File: src/rtl/jailbreak_hiscore_if.sv
// Bridge bus bundle for the high-score leaf: address/data/strobes from the
// bridge, select and registered read data back from the leaf.
interface jailbreak_hiscore_if;
  logic [31:0] bridge_addr;
  logic [31:0] bridge_wr_data;
  logic        bridge_wr;
  logic        bridge_rd;
  logic        hs_selected;
  logic [31:0] hs_rd_data;

  modport master (
    output bridge_addr,
    output bridge_wr_data,
    output bridge_wr,
    output bridge_rd,
    input  hs_selected,
    input  hs_rd_data
  );

  modport slave (
    input  bridge_addr,
    input  bridge_wr_data,
    input  bridge_wr,
    input  bridge_rd,
    output hs_selected,
    output hs_rd_data
  );
endinterface

File: src/rtl/jailbreak_hiscore.sv
// High-score bridge leaf: shadows the game's score table by snooping CPU
// writes, exposes it to the host over the bridge (save/load), and replays a
// loaded table back into game RAM through a ready/valid style write port.
module jailbreak_hiscore #(
  parameter logic [31:0] HS_BASE_ADDR = 32'h00200000,
  parameter int          HS_BYTES     = 64,
  parameter logic [15:0] GAME_BASE    = 16'h8000,
  parameter logic [31:0] STATUS_ADDR  = 32'h00200400
) (
  input  logic                clk_74a,
  input  logic                reset_n,
  jailbreak_hiscore_if.slave  bridge,
  input  logic [15:0]         cpu_addr,
  input  logic                cpu_wr,
  input  logic [7:0]          cpu_wr_data,
  input  logic                restore_start,
  output logic                restore_wr,
  output logic [15:0]         restore_addr,
  output logic [7:0]          restore_data,
  input  logic                restore_ready,
  output logic                restore_busy
);

  localparam int              IDX_W     = $clog2(HS_BYTES);
  localparam logic [IDX_W-1:0] LANE_MASK = ~IDX_W'(3);
  localparam logic [IDX_W-1:0] LAST_WORD = IDX_W'(HS_BYTES - 4);
  localparam logic [IDX_W-1:0] LAST_IDX  = IDX_W'(HS_BYTES - 1);

  localparam logic [1:0] ST_IDLE  = 2'd0;
  localparam logic [1:0] ST_WRITE = 2'd1;
  localparam logic [1:0] ST_DONE  = 2'd2;

  logic [1:0]          state_reg;
  logic [IDX_W-1:0]    idx_reg;
  logic [IDX_W-1:0]    idx_inc;
  logic                wr_reg;
  logic                busy_reg;
  logic [15:0]         addr_reg;
  logic [7:0]          data_reg;
  logic                dirty_reg;
  logic                loaded_reg;
  logic [31:0]         rd_data_reg;

  // Bridge decode. The subtraction wraps for addresses below the base, so a
  // single unsigned compare covers both window bounds.
  logic [31:0]         win_off;
  logic                win;
  logic                status_hit;
  logic [IDX_W-1:0]    word_base;
  logic                buf_bridge_wr;
  logic                status_wr;

  assign win_off            = bridge.bridge_addr - HS_BASE_ADDR;
  assign win                = (win_off < 32'(HS_BYTES));
  assign status_hit         = (bridge.bridge_addr == STATUS_ADDR);
  assign bridge.hs_selected = win | status_hit;
  assign word_base          = win_off[IDX_W-1:0] & LANE_MASK;
  assign buf_bridge_wr      = bridge.bridge_wr & win & ~busy_reg;
  assign status_wr          = bridge.bridge_wr & status_hit;

  // Snoop decode in 17 bits so a table ending past 16'hFFFF still decodes.
  logic [16:0]         cpu_off;
  logic                snoop_hit;
  logic [IDX_W-1:0]    snoop_idx;

  assign cpu_off   = {1'b0, cpu_addr} - {1'b0, GAME_BASE};
  assign snoop_hit = cpu_wr & ~busy_reg
                   & ({1'b0, cpu_addr} >= {1'b0, GAME_BASE})
                   & (cpu_off < 17'(HS_BYTES));
  assign snoop_idx = cpu_off[IDX_W-1:0];

  // Buffer as individual byte registers: a bridge word write and a snoop byte
  // write can land on different bytes in the same cycle, which a single-port
  // RAM could not absorb. Flattened for indexed reads.
  logic [8*HS_BYTES-1:0] buf_flat;

  genvar gi;
  generate
    for (gi = 0; gi < HS_BYTES; gi++) begin : g_byte
      localparam logic [IDX_W-1:0] WORD_OF = IDX_W'(gi & ~3);
      localparam int               LANE    = gi % 4;
      logic [7:0] byte_reg;
      logic       lane_wr;
      logic       snoop_wr;

      assign lane_wr  = buf_bridge_wr & (word_base == WORD_OF);
      assign snoop_wr = snoop_hit & (snoop_idx == IDX_W'(gi));

      // Byte update; the bridge lane wins over a same-cycle snoop.
      always_ff @(posedge clk_74a) begin
        if (lane_wr)
          byte_reg <= bridge.bridge_wr_data[31-8*LANE -: 8];
        else if (snoop_wr)
          byte_reg <= cpu_wr_data;
      end

      assign buf_flat[8*gi +: 8] = byte_reg;
    end
  endgenerate

  // Big-endian word view of the addressed window word.
  logic [31:0] rd_word;
  generate
    for (gi = 0; gi < 4; gi++) begin : g_lane
      assign rd_word[31-8*gi -: 8] = buf_flat[{(word_base | IDX_W'(gi)), 3'b000} +: 8];
    end
  endgenerate

  // Registered bridge read; unselected reads leave the last value in place.
  always_ff @(posedge clk_74a or negedge reset_n) begin
    if (!reset_n) begin
      rd_data_reg <= '0;
    end else if (bridge.bridge_rd) begin
      if (win)
        rd_data_reg <= rd_word;
      else if (status_hit)
        rd_data_reg <= {29'b0, loaded_reg, busy_reg, dirty_reg};
    end
  end

  assign bridge.hs_rd_data = rd_data_reg;

  // Loaded flag: set by writing the final window word, cleared via status bit2.
  always_ff @(posedge clk_74a or negedge reset_n) begin
    if (!reset_n)
      loaded_reg <= 1'b0;
    else if (status_wr && bridge.bridge_wr_data[2])
      loaded_reg <= 1'b0;
    else if (buf_bridge_wr && (word_base == LAST_WORD))
      loaded_reg <= 1'b1;
  end

  // Dirty flag: a snoop hit beats any clear in the same cycle.
  always_ff @(posedge clk_74a or negedge reset_n) begin
    if (!reset_n)
      dirty_reg <= 1'b0;
    else if (snoop_hit)
      dirty_reg <= 1'b1;
    else if ((status_wr && bridge.bridge_wr_data[0]) || (state_reg == ST_DONE))
      dirty_reg <= 1'b0;
  end

  assign idx_inc = idx_reg + 1'b1;

  // Replay sequencer: presents one byte at a time, holding it until accepted.
  always_ff @(posedge clk_74a or negedge reset_n) begin
    if (!reset_n) begin
      state_reg <= ST_IDLE;
      idx_reg   <= '0;
      wr_reg    <= 1'b0;
      busy_reg  <= 1'b0;
      addr_reg  <= '0;
      data_reg  <= '0;
    end else begin
      case (state_reg)
        ST_IDLE: begin
          if (restore_start && loaded_reg) begin
            state_reg <= ST_WRITE;
            idx_reg   <= '0;
            wr_reg    <= 1'b1;
            busy_reg  <= 1'b1;
            addr_reg  <= GAME_BASE;
            data_reg  <= buf_flat[7:0];
          end
        end
        ST_WRITE: begin
          if (restore_ready) begin
            if (idx_reg == LAST_IDX) begin
              state_reg <= ST_DONE;
              wr_reg    <= 1'b0;
              busy_reg  <= 1'b0;
            end else begin
              idx_reg  <= idx_inc;
              addr_reg <= GAME_BASE + 16'(idx_inc);
              data_reg <= buf_flat[{idx_inc, 3'b000} +: 8];
            end
          end
        end
        ST_DONE: begin
          state_reg <= ST_IDLE;
        end
        default: begin
          state_reg <= ST_IDLE;
          wr_reg    <= 1'b0;
          busy_reg  <= 1'b0;
        end
      endcase
    end
  end

  assign restore_wr   = wr_reg;
  assign restore_busy = busy_reg;
  assign restore_addr = addr_reg;
  assign restore_data = data_reg;

endmodule
File: src/flat_wrapper.sv
// flat-port wrapper written by rule: the top's interface ports become plain ports
module jailbreak_hiscore_flat 
#(
  parameter logic [31:0] HS_BASE_ADDR = 32'h00200000,
  parameter int          HS_BYTES     = 64,
  parameter logic [15:0] GAME_BASE    = 16'h8000,
  parameter logic [31:0] STATUS_ADDR  = 32'h00200400
)
  (clk_74a, reset_n, cpu_addr, cpu_wr, cpu_wr_data, restore_start, restore_wr, restore_addr, restore_data, restore_ready, restore_busy, bridge_bridge_addr, bridge_bridge_wr_data, bridge_bridge_wr, bridge_bridge_rd, bridge_hs_selected, bridge_hs_rd_data);
  jailbreak_hiscore_if bridge_i ();
  input  logic clk_74a;
  input  logic reset_n;
  input  logic [15:0] cpu_addr;
  input  logic cpu_wr;
  input  logic [7:0] cpu_wr_data;
  input  logic restore_start;
  output logic restore_wr;
  output logic [15:0] restore_addr;
  output logic [7:0] restore_data;
  input  logic restore_ready;
  output logic restore_busy;
  input wire logic [$bits(bridge_i.bridge_addr)-1:0] bridge_bridge_addr;
  input wire logic [$bits(bridge_i.bridge_wr_data)-1:0] bridge_bridge_wr_data;
  input wire logic [$bits(bridge_i.bridge_wr)-1:0] bridge_bridge_wr;
  input wire logic [$bits(bridge_i.bridge_rd)-1:0] bridge_bridge_rd;
  output wire logic [$bits(bridge_i.hs_selected)-1:0] bridge_hs_selected;
  output wire logic [$bits(bridge_i.hs_rd_data)-1:0] bridge_hs_rd_data;
  assign bridge_i.bridge_addr = bridge_bridge_addr;
  assign bridge_i.bridge_wr_data = bridge_bridge_wr_data;
  assign bridge_i.bridge_wr = bridge_bridge_wr;
  assign bridge_i.bridge_rd = bridge_bridge_rd;
  assign bridge_hs_selected = bridge_i.hs_selected;
  assign bridge_hs_rd_data = bridge_i.hs_rd_data;
  jailbreak_hiscore #(.HS_BASE_ADDR(HS_BASE_ADDR), .HS_BYTES(HS_BYTES), .GAME_BASE(GAME_BASE), .STATUS_ADDR(STATUS_ADDR)) u_core (.clk_74a(clk_74a), .reset_n(reset_n), .bridge(bridge_i), .cpu_addr(cpu_addr), .cpu_wr(cpu_wr), .cpu_wr_data(cpu_wr_data), .restore_start(restore_start), .restore_wr(restore_wr), .restore_addr(restore_addr), .restore_data(restore_data), .restore_ready(restore_ready), .restore_busy(restore_busy));
endmodule
File: config.mk
export PLATFORM = sky130hd
export DESIGN_NAME = jailbreak_hiscore_flat
export DESIGN_NICKNAME = d
export VERILOG_FILES = /design/src/rtl/jailbreak_hiscore_if.sv /design/src/rtl/jailbreak_hiscore.sv /design/src/flat_wrapper.sv
export SDC_FILE = /design/constraint.sdc
export NUM_CORES = 1
export LEC_CHECK = 0
export BUFFER_PORTS_ARGS = -buffer_cell sky130_fd_sc_hd__buf_4
export CAP_MARGIN = 5
export CORE_MARGIN = 2
export CORE_UTILIZATION = 55
export CTS_CLUSTER_SIZE = 40
export DETAILED_ROUTE_END_ITERATION = 7
export PLACE_DENSITY_LB_ADDON = 0.05
export SLEW_MARGIN = 15
export SYNTH_ARGS = -nofsm -noshare
export SYNTH_HDL_FRONTEND = slang
export SYNTH_SLANG_ARGS = --single-unit
File: constraint.sdc
create_clock -name clk_74a -period 3.8 [get_ports clk_74a]
set_clock_uncertainty 0.05 [all_clocks]
set_input_delay 0 -clock clk_74a [delete_from_list [all_inputs] [get_ports clk_74a]]
set_output_delay 0 -clock clk_74a [all_outputs]
set_load 0.05 [all_outputs]
Word level (Yosys, flattened, before mapping)
Index checks and enable logic that the tools add are counted.
Widths: inputs -> output; s select.

storage, ports and cells
  bits in registers = 579
  bits of input ports = 95
  output and inout port bits = 59
  logic and storage cells = 493

cells by class
  add/sub/neg operators = 4
  $lt $le $gt $ge = 3
  equality and inequality tests = 86
  shift operators = 5
  muxes and demuxes = 154
  bitwise operators = 89
  reductions and logical operators = 80

operators with widths
  cell                    number
  $shiftx 512x10->8       5
  $mux 8                  131
  $eq 6x6->1 const B      33
  $reduce_bool 2->1       68
  $eq 6x5->1 const B      16
  $and 1x1->1             86
  $mux 32                 2
  $eq 6x4->1 const B      8
  $mux 16                 3
  $eq 32x22->1 const B    1
  $eq 4x4->1 const B      8
  $lt 32x7->1 const B     1
  $pmux 16 s2             1
  $sub 32x22->32 const B  1
  $eq 6x3->1 const B      4
  $mux 6                  3
  $lt 17x7->1 const B     1
  $sub 16x16->17 const B  1
  $add 16x6->16 const A   1
  $eq 4x3->1 const B      4
  $ge 16x16->1 const B    1
  $pmux 8 s2              1
  $eq 6x2->1 const B      2
  $logic_not 6->1         2
  other kinds (21)        37

Logic depth before layout (Yosys ltp)
  depth after elaboration = 7
  mapped depth = 12
  mapped depth without buffers = 8

Least setup slack after synthesis
No wires, ideal clock.

  path type = register to register
  start point = reg u_core.idx_reg[1]
  end point = reg u_core.data_reg[2] (netlist: u_core.restore_data[2])
  library setup time = 131 ps
  arrival = 3070 ps
  slack = 549 ps
  stages on the path, launching flop included = 11
  buffers on the path = 3
  cell sequence = dfrtp_1 -> ha_1 -> clkbuf_1 -> xor2_1 -> clkbuf_1 -> clkbuf_1 -> mux4_2 -> mux2i_1 -> a32oi_1 -> o211ai_1 -> a31oi_1

on the way
  word-level cells in the longest chain between the ends = 5
  elaborated cells between the ends (all ways) = 8
  classes of those cells = add/sub: 1; eq/ne: 2; shift: 1; mux: 3; reduce/logical: 1

ends and longest elaborated chain
  item                    RTL line                  source
  start, declared         jailbreak_hiscore.sv:34   logic [IDX_W-1:0] idx_reg;
  start signal, assigned  jailbreak_hiscore.sv:173  idx_reg <= idx_inc;
  $add 6x1->6             jailbreak_hiscore.sv:143  assign idx_inc = idx_reg + 1'b1;
  $shiftx 512x10->8       jailbreak_hiscore.sv:175  data_reg <= buf_flat[{idx_inc, 3'b000} +: 8];
  $mux 8                  jailbreak_hiscore.sv:168  if (idx_reg == LAST_IDX) begin
  $mux 8                  jailbreak_hiscore.sv:167  if (restore_ready) begin
  $pmux 8 s2              jailbreak_hiscore.sv:155  case (state_reg)
  end signal, assigned    jailbreak_hiscore.sv:163  data_reg <= buf_flat[7:0];
  end signal, assigned    jailbreak_hiscore.sv:175
  end, declared           jailbreak_hiscore.sv:39   logic [7:0] data_reg;

Several ways; a longest one is shown, not always the timed one. The select of a mux whose other input is x is not followed.
A chain may end at the register's enable or synchronous reset.

Worst setup path after layout
  start point = reg u_core.idx_reg[0]
  end point = reg u_core.data_reg[1] (netlist: u_core.restore_data[1])

Same word-level chain as after synthesis.

==> results.md <==
- Status: finished clean
- Root buffer cell: clkbuf_16
- First-pass GRT wire length: 179 mm
- H-tree levels: 3
- Area Overhead vs Synth: 15.6%
- Max Fclk: 303 MHz
- Overflow after GRT: 0
- DRT Wirelength: 130 mm
- # rows: 89
- Endpoints failing setup: 0
- Cells after synthesis: 2169
- Drt drc: 0
- Filler cells: 4372
- Worst reg2reg startpoint: u_core.idx_reg[0]
- Post-route cell area: 37600 sq um
- Fin. max-slew vios: 0
- TritonCTS Buffers: 66
- Critical path launch point type: flop
- Initial core utilization: 55.4%
- Vias in the first global route: 23244
- Total Routing Usage GR: 43.2%
- PD cells: 384 nW/um^2
- Multi-input logic area: 14900 sq um
- Die area: 61200 sq um
- Pin count of the biggest net entering global routing: 87
- Worst EP required: 4.28 ns
- Max reg flops: 512
- CTS Sinks: 564
- FF/Latch Area: 16700 sq um
- Critical Path Start: u_core.idx_reg[0]
- Reg2Reg Depth: 8
- FFs w/ async S/R, synth: 9.22%
- Leakage: 14.4 nW
- Slew @ Worst Pin: 1.22 ns
- Setup TNS: 0 ns
- Kind of critical path: flop to flop
- Reg clk slew, reported paths: 0.06 ns
- GPL Wtd Cong: 0.987
- Buffers on Ports: 144
- Final worst path period share: 87.0%
- Via count: 23787
- CP endpoint kind: flop
- Leading area contributor after synthesis: edfxtp_1
- Fin crit period: 3.30 ns
- Placed Area: 35000 sq um
- Crit-path max FO: 8
- DRT Pass-1 Iters: 8
- Critical R2R Capture: u_core.restore_data[1]
- Final hold violation count: 0
- Seq cells post-synth: 564
- Core footprint: 58800 sq um
- Yosys warns: 0
- Chip width: 247 um
- Total Power: 14.5 mW
- Synth area leaders: edfxtp_1, mux4_2, a21o_1
- CTS tree: done
- Unrepaired setup endpoints after global routing: false
- CTS max path bufs: 3
- Worst hold stages: 2
- Synthesized area: 32600 sq um
- Final ANT Viol Nets: 0
- Hold Crit Class: input pin to flop
- Max_slew headroom: 18.3%
- Net count reported at finish: 2448
- Predominant post-synthesis flop cell: edfxtp_1
- Max-cap viol count: 0
- Num ports: 154
- Distinct cells, synth: 61
- Post-synth EDFFs: 512
- Hold Path Sink: u_core.g_byte[55].byte_reg[7]
- Drt initial violations: 3956
- VDD IR max: 0.000367 V
- Arrival time of the worst setup path: 3.78 ns
- HPWL after DPL: 86.9 mm
- Routed len/inst: 40.9 um
- Clk_lat worst skew: 0.61 ns
- Synth top area share: 47.2%
- Layout cells sized above 1: 37.4%
- Die height: 247 um
- Initial antenna violation count: 17
- Seq/Total Area, Yosys: 51.2%
- Post_cts resized: 0
- Post-Syn Area per Cell: 15.0 sq um
- Worst hold start: cpu_wr_data[7]
- Via-per-instance ratio: 7.47
- FF-to-FF setup slack: 0.50 ns
## metal layers
layer	global-route usage, %	routed length (um)
met1	55.5	45100
met2	61.7	56000
met3	16.0	19100
met4	28.4	9870
met5	1.11	187
## layout by cell type, fill, tap and decap left out, types with 13 or more instances in the layout
| cell | count |
|---|---|
| o21ai_0 | 18 |
| inv_1 | 38 |
| a31oi_1 | 16 |
| clkbuf_16 | 71 |
| nand3_1 | 19 |
| mux2_2 | 163 |
| dfrtp_1 | 51 |
| buf_12 | 14 |
| nor4_4 | 13 |
| nand2_1 | 84 |
| nor2_1 | 30 |
| mux2i_1 | 25 |
| mux2_1 | 25 |
| a21boi_0 | 27 |
| nor2b_1 | 54 |
| buf_4 | 276 |
| nand2b_1 | 16 |
| clkinv_2 | 13 |
| o2bb2ai_1 | 30 |
| nand4_1 | 15 |
| edfxtp_1 | 512 |
| a21o_1 | 320 |
| o21ai_1 | 63 |
| dlygate4sd3_1 | 40 |
| mux4_2 | 295 |
## cells by family after synthesis
group / Yosys count / synth area share (%)
buffers and inverters: 265 / 3.51
flip-flops: 564 / 51.2
multiplexers: 518 / 28.1
adder cells (fa/ha/maj): 2 / 0.0768
AO/OA/AOI/OAI: 523 / 11.6
XOR/XNOR: 8 / 0.215
other: 1 / 0.0115
AND/OR/NAND/NOR: 288 / 5.26
## worst max-delay path by stage
stage	endpoint	slack, ns
detailed placement	u_core.g_byte[9].byte_reg[1]	0.45
global placement	u_core.g_byte[43].byte_reg[0]	0.48
floorplan	u_core.restore_data[2]	0.55
global route	u_core.restore_data[2]	0.55
CTS	u_core.restore_data[2]	0.64
finish	u_core.restore_data[1]	0.50
## worst max-delay path, stage by stage (launching register included)
cell and delay, ns:
dfrtp_4 0.52, ha_4 0.23, xnor2_2 0.81, buf_4 0.33, nand2_1 0.07, and3_1 0.17, a31oi_1 0.55, o211ai_1 0.29
a31oi_1 0.19
## power breakdown
part | internal (mW) | switching [mW] | leakage (nW)
combinational | 0.488 | 0.775 | 8.08
sequential | 6.76 | 0.00000444 | 5.30
clock | 3.80 | 2.64 | 1.06
## layout make-up
cell class	instances	area share [%]
Clock buffer	85	4.96
Antenna cell	10	0.0665
Timing Repair Buffer	333	7.45
Tap cell	773	2.57
Clock inverter	33	0.754
Multi-Input combinational cell	1348	39.5
Sequential cell	564	44.3
Inverter	38	0.379
## synth_stat cells, drive strengths merged, types with 11 or more instances
master   instances
o2bb2ai         30
nor4            23
dfrtp           52
nand3           19
nand2b          16
buf             99
a21boi          33
nor2b           54
a21o           320
mux4           295
clkbuf         128
edfxtp         512
inv             38
nand2           84
nor3            11
nor2            30
nand4           15
o21ai           82
a31oi           16
mux2           198
mux2i           25
## stage by stage
| step | instances | worst slack, ns | hold slack, ns | utilization, % |
|---|---|---|---|---|
| floorplan | 2177 | 0.549 | -0.346 | - |
| global placement | 3015 | 0.485 | 0.0303 | 59.6 |
| detailed placement | 3015 | 0.445 | 0.0400 | 59.6 |
| CTS | 3174 | 0.637 | 0.00940 | 64.0 |
| global route | 3176 | 0.551 | 0.0592 | 64.0 |
| finish | 3184 | 0.496 | 0.0506 | 64.0 |
## repair_timing
| action | 4_1_cts | 5_1_grt |
|---|---|---|
| hold endpoints to repair | 551 | 0 |
| setup buffers | 0 | 0 |
| hold buffers | 41 | 0 |
No activity file was read; power rests on OpenSTA's default activity.
